<file path="src/rtl/sample_scheduler_pkg.sv">
// sample_scheduler_pkg: sample-word field positions, FSM encodings and channel-select width
package sample_scheduler_pkg;
    localparam int CNT_MSB = 31;
    localparam int CNT_LSB = 16;
    localparam int POS_MSB = 15;
    localparam int POS_LSB = 1;
    localparam int BIT = 0;
    localparam int CHANNEL_SEL_W = 8;
    typedef enum logic [2:0] {
        IDLE    = 3'b001,
        ISSUE   = 3'b010,
        CAPTURE = 3'b100
    } state_t;
endpackage

</file>
<file path="src/rtl/sample_fifo.sv">
// sample_fifo: first-word-fall-through FIFO with sync clear and occupancy count
module sample_fifo #(
    parameter int DEPTH = 64,
    parameter int WIDTH = 32
) (
    input  logic                     clk,
    input  logic                     reset,
    input  logic                     clear,
    input  logic                     push,
    input  logic                     pop,
    input  logic [WIDTH-1:0]         din,
    output logic [WIDTH-1:0]         dout,
    output logic                     empty,
    output logic                     full,
    output logic [$clog2(DEPTH):0]   count
);
    localparam int AW = $clog2(DEPTH);
    logic [WIDTH-1:0] mem [DEPTH];
    logic [AW-1:0] wr_ptr, rd_ptr;
    logic do_push, do_pop;
    assign empty = count == '0;
    assign full = count == (AW + 1)'(DEPTH);
    assign do_push = push && !full;
    assign do_pop = pop && !empty;
    assign dout = mem[rd_ptr];
    always_ff @(posedge clk or negedge reset) begin
        if (!reset) begin
            wr_ptr <= '0;
            rd_ptr <= '0;
            count <= '0;
            for (int i = 0; i < DEPTH; i++) mem[i] <= '0;
        end else if (clear) begin
            wr_ptr <= '0;
            rd_ptr <= '0;
            count <= '0;
        end else begin
            if (do_push) begin
                mem[wr_ptr] <= din;
                wr_ptr <= wr_ptr + AW'(1);
            end
            if (do_pop) rd_ptr <= rd_ptr + AW'(1);
            count <= count + (AW + 1)'(do_push) - (AW + 1)'(do_pop);
        end
    end
endmodule

</file>
<file path="src/rtl/sample_scheduler.sv">
// sample_scheduler: round-robin poller of the pin sample bus that queues only fresh samples
module sample_scheduler
    import sample_scheduler_pkg::*;
#(
    parameter int NUM_CHANNELS = 16,
    parameter int FIFO_DEPTH = 64
) (
    input  logic                          clk,
    input  logic                          reset,
    input  logic                          enable,
    input  logic                          clear,
    input  logic [NUM_CHANNELS-1:0]       channel_mask,
    output logic                          output_sample,
    output logic [CHANNEL_SEL_W-1:0]      channel_select,
    input  logic [31:0]                   sample_data,
    input  logic                          fifo_rd,
    output logic [31:0]                   fifo_data,
    output logic                          fifo_empty,
    output logic                          fifo_full,
    output logic [$clog2(FIFO_DEPTH):0]   fifo_count,
    output logic                          overflow,
    output logic                          busy
);
    localparam int IW = (NUM_CHANNELS > 1) ? $clog2(NUM_CHANNELS) : 1;
    state_t state;
    logic [CHANNEL_SEL_W-1:0] ptr, first_ptr, next_ptr;
    logic [15:0] last_cnt [NUM_CHANNELS];
    logic run, is_new, push;

    function automatic logic [CHANNEL_SEL_W-1:0] find_set(
        input logic [NUM_CHANNELS-1:0] mask,
        input logic [CHANNEL_SEL_W-1:0] start,
        input logic skip
    );
        logic [CHANNEL_SEL_W-1:0] r;
        logic hit;
        int idx;
        r = start;
        hit = 1'b0;
        for (int k = 0; k < NUM_CHANNELS; k++) begin
            idx = (int'(start) + k + int'(skip)) % NUM_CHANNELS;
            if (!hit && mask[IW'(idx)]) begin
                r = CHANNEL_SEL_W'(idx);
                hit = 1'b1;
            end
        end
        return r;
    endfunction

    always_comb begin
        run = enable && |channel_mask;
        first_ptr = find_set(channel_mask, ptr, 1'b0);
        next_ptr = find_set(channel_mask, ptr, 1'b1);
        is_new = state == CAPTURE
            && sample_data[POS_MSB:POS_LSB] == 15'(ptr)
            && sample_data[CNT_MSB:CNT_LSB] != last_cnt[IW'(ptr)];
        push = is_new && !fifo_full && !clear;
        busy = state != IDLE;
    end

    // ptr survives clear so polling resumes where it left off
    always_ff @(posedge clk or negedge reset) begin
        if (!reset) begin
            state <= IDLE;
            ptr <= '0;
            output_sample <= 1'b0;
            channel_select <= '0;
            overflow <= 1'b0;
            for (int i = 0; i < NUM_CHANNELS; i++) last_cnt[i] <= '0;
        end else if (clear) begin
            state <= IDLE;
            output_sample <= 1'b0;
            overflow <= 1'b0;
            for (int i = 0; i < NUM_CHANNELS; i++) last_cnt[i] <= '0;
        end else begin
            case (state)
                IDLE: if (run) begin
                    ptr <= first_ptr;
                    channel_select <= first_ptr;
                    output_sample <= 1'b1;
                    state <= ISSUE;
                end
                ISSUE: begin
                    output_sample <= 1'b0;
                    state <= CAPTURE;
                end
                CAPTURE: begin
                    if (push) last_cnt[IW'(ptr)] <= sample_data[CNT_MSB:CNT_LSB];
                    if (is_new && fifo_full) overflow <= 1'b1;
                    ptr <= next_ptr;
                    channel_select <= run ? next_ptr : channel_select;
                    output_sample <= run;
                    state <= run ? ISSUE : IDLE;
                end
                default: state <= IDLE;
            endcase
        end
    end

    sample_fifo #(.DEPTH(FIFO_DEPTH), .WIDTH(32)) u_fifo (
        .clk   (clk),
        .reset (reset),
        .clear (clear),
        .push  (push),
        .pop   (fifo_rd),
        .din   (sample_data),
        .dout  (fifo_data),
        .empty (fifo_empty),
        .full  (fifo_full),
        .count (fifo_count)
    );
endmodule

</file>
<file path="config.mk">
export PLATFORM = sky130hd
export DESIGN_NAME = sample_scheduler
export DESIGN_NICKNAME = d
export VERILOG_FILES = /design/src/rtl/sample_scheduler_pkg.sv /design/src/rtl/sample_fifo.sv /design/src/rtl/sample_scheduler.sv
export SDC_FILE = /design/constraint.sdc
export NUM_CORES = 2
export LEC_CHECK = 0
export ABC_AREA = 1
export CORE_UTILIZATION = 45
export DETAILED_ROUTE_END_ITERATION = 10
export MAX_ROUTING_LAYER = met4
export SLEW_MARGIN = 5
export SYNTH_ARGS = -nofsm -noshare
export SYNTH_HDL_FRONTEND = slang
export SYNTH_SLANG_ARGS = --single-unit
</file>
<file path="constraint.sdc">
create_clock -name clk -period 10.19 [get_ports clk]
set_input_delay 2.038 -clock clk [delete_from_list [all_inputs] [get_ports clk]]
set_output_delay 2.038 -clock clk [all_outputs]
set_load 0.05 [all_outputs]
</file>
==> results.sh <==
export IMPL_whs_endpoint="u_fifo.mem[1870]$_DFFE_PN0P_"
export IMPL_critPathLaunchType="register"
export IMPL_criticalPathCategory="reg -> out"
export IMPL_maxSlewHeadroom=0.0786
export IMPL_rows=177
export IMPL_critical_path_top_delay_family="buffers and inverters"
export IMPL_clock_latency_ps=910
export IMPL_setup_slack_ps=2240
export IMPL_clock_root_buffer="clkbuf_16"
export IMPL_synth_fp_nets=12700
export IMPL_cts_tree="built"
export IMPL_area_growth_synth_to_final_pct=10.0
export IMPL_yosysTopAreaCellShare=0.553
export IMPL_p_per_area_mw_per_mm2=216
export IMPL_max_vdd_ir_drop_mv=0.205
export IMPL_drc=0
export IMPL_io_pins=105
export IMPL_reg2reg_to="u_fifo.count[6]$_DFF_PN0_"
export IMPL_portBuffers=104
export IMPL_syn_area_per_cell_sq_um=8.38
export IMPL_final_setup_skew_ps=41.6
export IMPL_wl_per_cell_microns=22.6
export IMPL_synth_distinct_cells=62
export IMPL_yosys_warnings=0
export IMPL_detail_route_first_pass_iterations=7
export IMPL_slowest_stage="dfrtp_4"
export IMPL_crit_fanout=174
export IMPL_h_tree_depth=4
export IMPL_ant_nets=0
export IMPL_worstHoldStart="u_fifo.mem[1870]$_DFFE_PN0P_"
export IMPL_drt_iter0_drc=10900
export IMPL_hold_class="reg -> reg"
export IMPL_power_w=0.0251
export IMPL_post_route_cells_drive_above_1_share=0.0606
export IMPL_cap_violations=0
export IMPL_synth_edf_count=0
export IMPL_p_leak_nw=53.5
export IMPL_crit_top_cell="nand2_1"
export IMPL_setup_violations=0
export IMPL_critPathBufInv=3
export IMPL_async_flop_share=1.00
export IMPL_postCtsSetupRepairBufs=0
export IMPL_r2r_start="ptr[0]$_DFFE_PN0P_"
export IMPL_status="finished clean"
export IMPL_wl_mm=350
export IMPL_worst_r2r_setup_slack_ps=3990
export IMPL_finalSetupTns_ps=0
export IMPL_report_final_slew_viol_count=0
export IMPL_die_area_sq_mm=0.238
export IMPL_synth_ff_type="dfrtp_1"
export IMPL_rsz0062_at_grt="no"
export IMPL_min_path_cells=2
export IMPL_start_util=0.454
export IMPL_worstMarginPinSlew_ps=1380
export IMPL_holdBufCountCts=0
export IMPL_cts_buffers=241
export IMPL_grt_use_total=0.303
export IMPL_synth_seq_cells=2344
export IMPL_crit_path_end_kind="output port"
export IMPL_first_global_vias=87000
export IMPL_via_per_inst=5.85
export IMPL_synthesis_area_sq_mm=0.106
export IMPL_period_share=0.780
export IMPL_cts_resized=0
export IMPL_yosysSeqAreaShare=0.553
export IMPL_ff2ff_path_depth=22
export IMPL_place_worst_setup_slack_ps=3400
export IMPL_netlist_instances=12700
export IMPL_layout_min_cycle_time_ps=7950
export IMPL_hpwl_mm=191
export IMPL_fin_area_sq_mm=0.117
export IMPL_grt_ovfl_total=0
export IMPL_worstPathCellList="buf_12 -> buf_4 -> a21oi_1 -> o21ai_0 -> nand3_1 -> nand2_1 -> nor2_1 -> o41ai_1 -> nand2_1 -> clkdlybuf4s50_1"
export IMPL_slowest_delay_ps=950
export IMPL_synth_area_leaders="dfrtp_1 55%, o21ai_0 13%, nand2_1 8.2%"
export IMPL_cts_buffer_depth=3
export IMPL_clock_sinks=2344
export IMPL_final_hold_viol_count=0
export IMPL_gp_congestion=0.906
export IMPL_yosysTopAreaCell="dfrtp_1"
export IMPL_arrival_ps=5910
export IMPL_nNetsFinal=12200
export IMPL_num_vias=90500
export IMPL_design_core_area_sq_mm=0.233
export IMPL_path_clk_slew_ps=60
export IMPL_place_area_sq_mm=0.109
export IMPL_antenna_found_initial=8
export IMPL_die_x_microns=487
export IMPL_crit_required_ps=8150
export IMPL_die_y_microns=487
export IMPL_grt_pass1_wl_mm=538
export IMPL_grt_max_degree=184
export IMPL_fmax_mhz=126
-- synth_stat cells (3+ instances only) --
cell type	instances
nand3_2	3
o211ai_1	64
o21ai_0	2805
buf_1	80
a21oi_2	3
nand3_1	529
clkbuf_2	15
o22ai_1	387
buf_6	12
o21ai_1	135
nand2_2	37
ha_1	26
a21oi_1	383
nand2_1	2307
a31oi_1	24
buf_4	7
nor2_4	6
nand4_1	74
xnor2_1	13
nor2_1	1332
nor4_1	7
inv_2	25
o21a_1	5
clkbuf_1	781
inv_1	762
o221ai_1	161
dfrtp_1	2343
nand3b_1	5
nor3_1	29
o41ai_1	3
a32o_1	30
xor2_1	23
clkinv_1	28
and2_1	3
o311ai_0	7
buf_2	164
nor2_2	9
-- metal layers --
layer	vias to the layer above	wire (microns)	global-route usage
li1	41200	-	-
met1	44900	149000	0.403
met2	3759	160000	0.466
met3	681	28400	0.0512
met4	0	12500	0.106
met5	-	0	-
-- worst max path at each step --
stage,startpoint,cells after the start,to
detailed placement,u_fifo.rd_ptr[0]$_DFFE_PN0P_,10,fifo_data[12]
global route,u_fifo.rd_ptr[0]$_DFFE_PN0P_,10,fifo_data[12]
global placement,u_fifo.rd_ptr[0]$_DFFE_PN0P_,10,fifo_data[12]
finish,u_fifo.rd_ptr[0]$_DFFE_PN0P_,10,fifo_data[12]
CTS,u_fifo.rd_ptr[0]$_DFFE_PN0P_,10,fifo_data[12]
floorplan,u_fifo.rd_ptr[0]$_DFFE_PN0P_,11,fifo_data[17]
-- layout by cell type, fill, tap and decap left out, types with 13 or more instances in the layout --
master           Yosys  routed
nor3_1              29      27
buf_12               0      27
a32o_1              30      30
buf_4                7     139
clkbuf_8             0      58
nand4_1             74      74
o21ai_1            135     135
nand3_1            529     529
a31oi_1             24      24
o211ai_1            64      64
clkbuf_16            0     245
o22ai_1            387     387
nor2_1            1332    1331
nand2_1           2307    2264
clkbuf_1           781      62
clkdlybuf4s50_1      0     103
a21oi_1            383     383
clkinv_2             0      50
o221ai_1           161     161
xor2_1              23      23
bufinv_16            0      18
dfrtp_1           2343    2335
ha_1                26      26
nand2_2             37      74
xnor2_1             13      13
o21ai_0           2805    2805
inv_2               25      46
inv_1              762     758
-- worst reg2reg max path, delay by kind of cell, from the launching register on --
family	cells	cell delay, ps
XOR/XNOR	1	290
AND/OR/NAND/NOR	9	1910
buffers and inverters	4	1660
adder cells (fa/ha/maj)	2	700
flip-flops	1	460
AO/OA/AOI/OAI	6	1110
-- report_power, final --
| group | switching (W) | internal [W] | total (W) |
|---|---|---|---|
| combinational | 0.00477 | 0.00185 | 0.00661 |
| sequential | 0.000109 | 0.00934 | 0.00945 |
| clock | 0.00380 | 0.00528 | 0.00908 |
| total | 0.00868 | 0.0165 | 0.0251 |
-- per-stage QoR --
stage,hold slack [ps],utilization,cells
after floorplan,431,-,12700
after global placement,442,0.465,15000
after detailed placement,447,0.465,15000
after CTS,463,0.500,15500
after global routing,474,0.500,15500
final,461,0.500,15500
-- flip-flops by register name (all words and copies together), names as in the netlist --
name	count
u_fifo.mem	2048
last_cnt	256
channel_select	8
ptr	8
u_fifo.count	7
u_fifo.rd_ptr	6
u_fifo.wr_ptr	6
state	3
output_sample	1
overflow	1
-- cell families (layout without fill, tap and decap cells) --
logic type                 Yosys count  count (layout)  synth area share
buffers and inverters             1875            1533            0.0696
DFF                               2344            2344             0.553
xor gates and xnor gates            43              43           0.00436
adders and majority gates           27              27           0.00326
and+or+nand+nor                   4356            4356             0.166
other                                0               9                 0
AOI/OAI and AO/OA                 4017            4017             0.204
-- area by class of cell --
cell class	count	area, sq um
diodes	9	22.5
clock buffers	365	7160
clock inverters	82	978
fillers	22200	117000
inverters	816	3100
multi-input cells	8443	40200
flip-flops and latches	2344	58700
well taps	3132	3920
repair buffers	270	2640
Power figures use the tool's default switching activity.
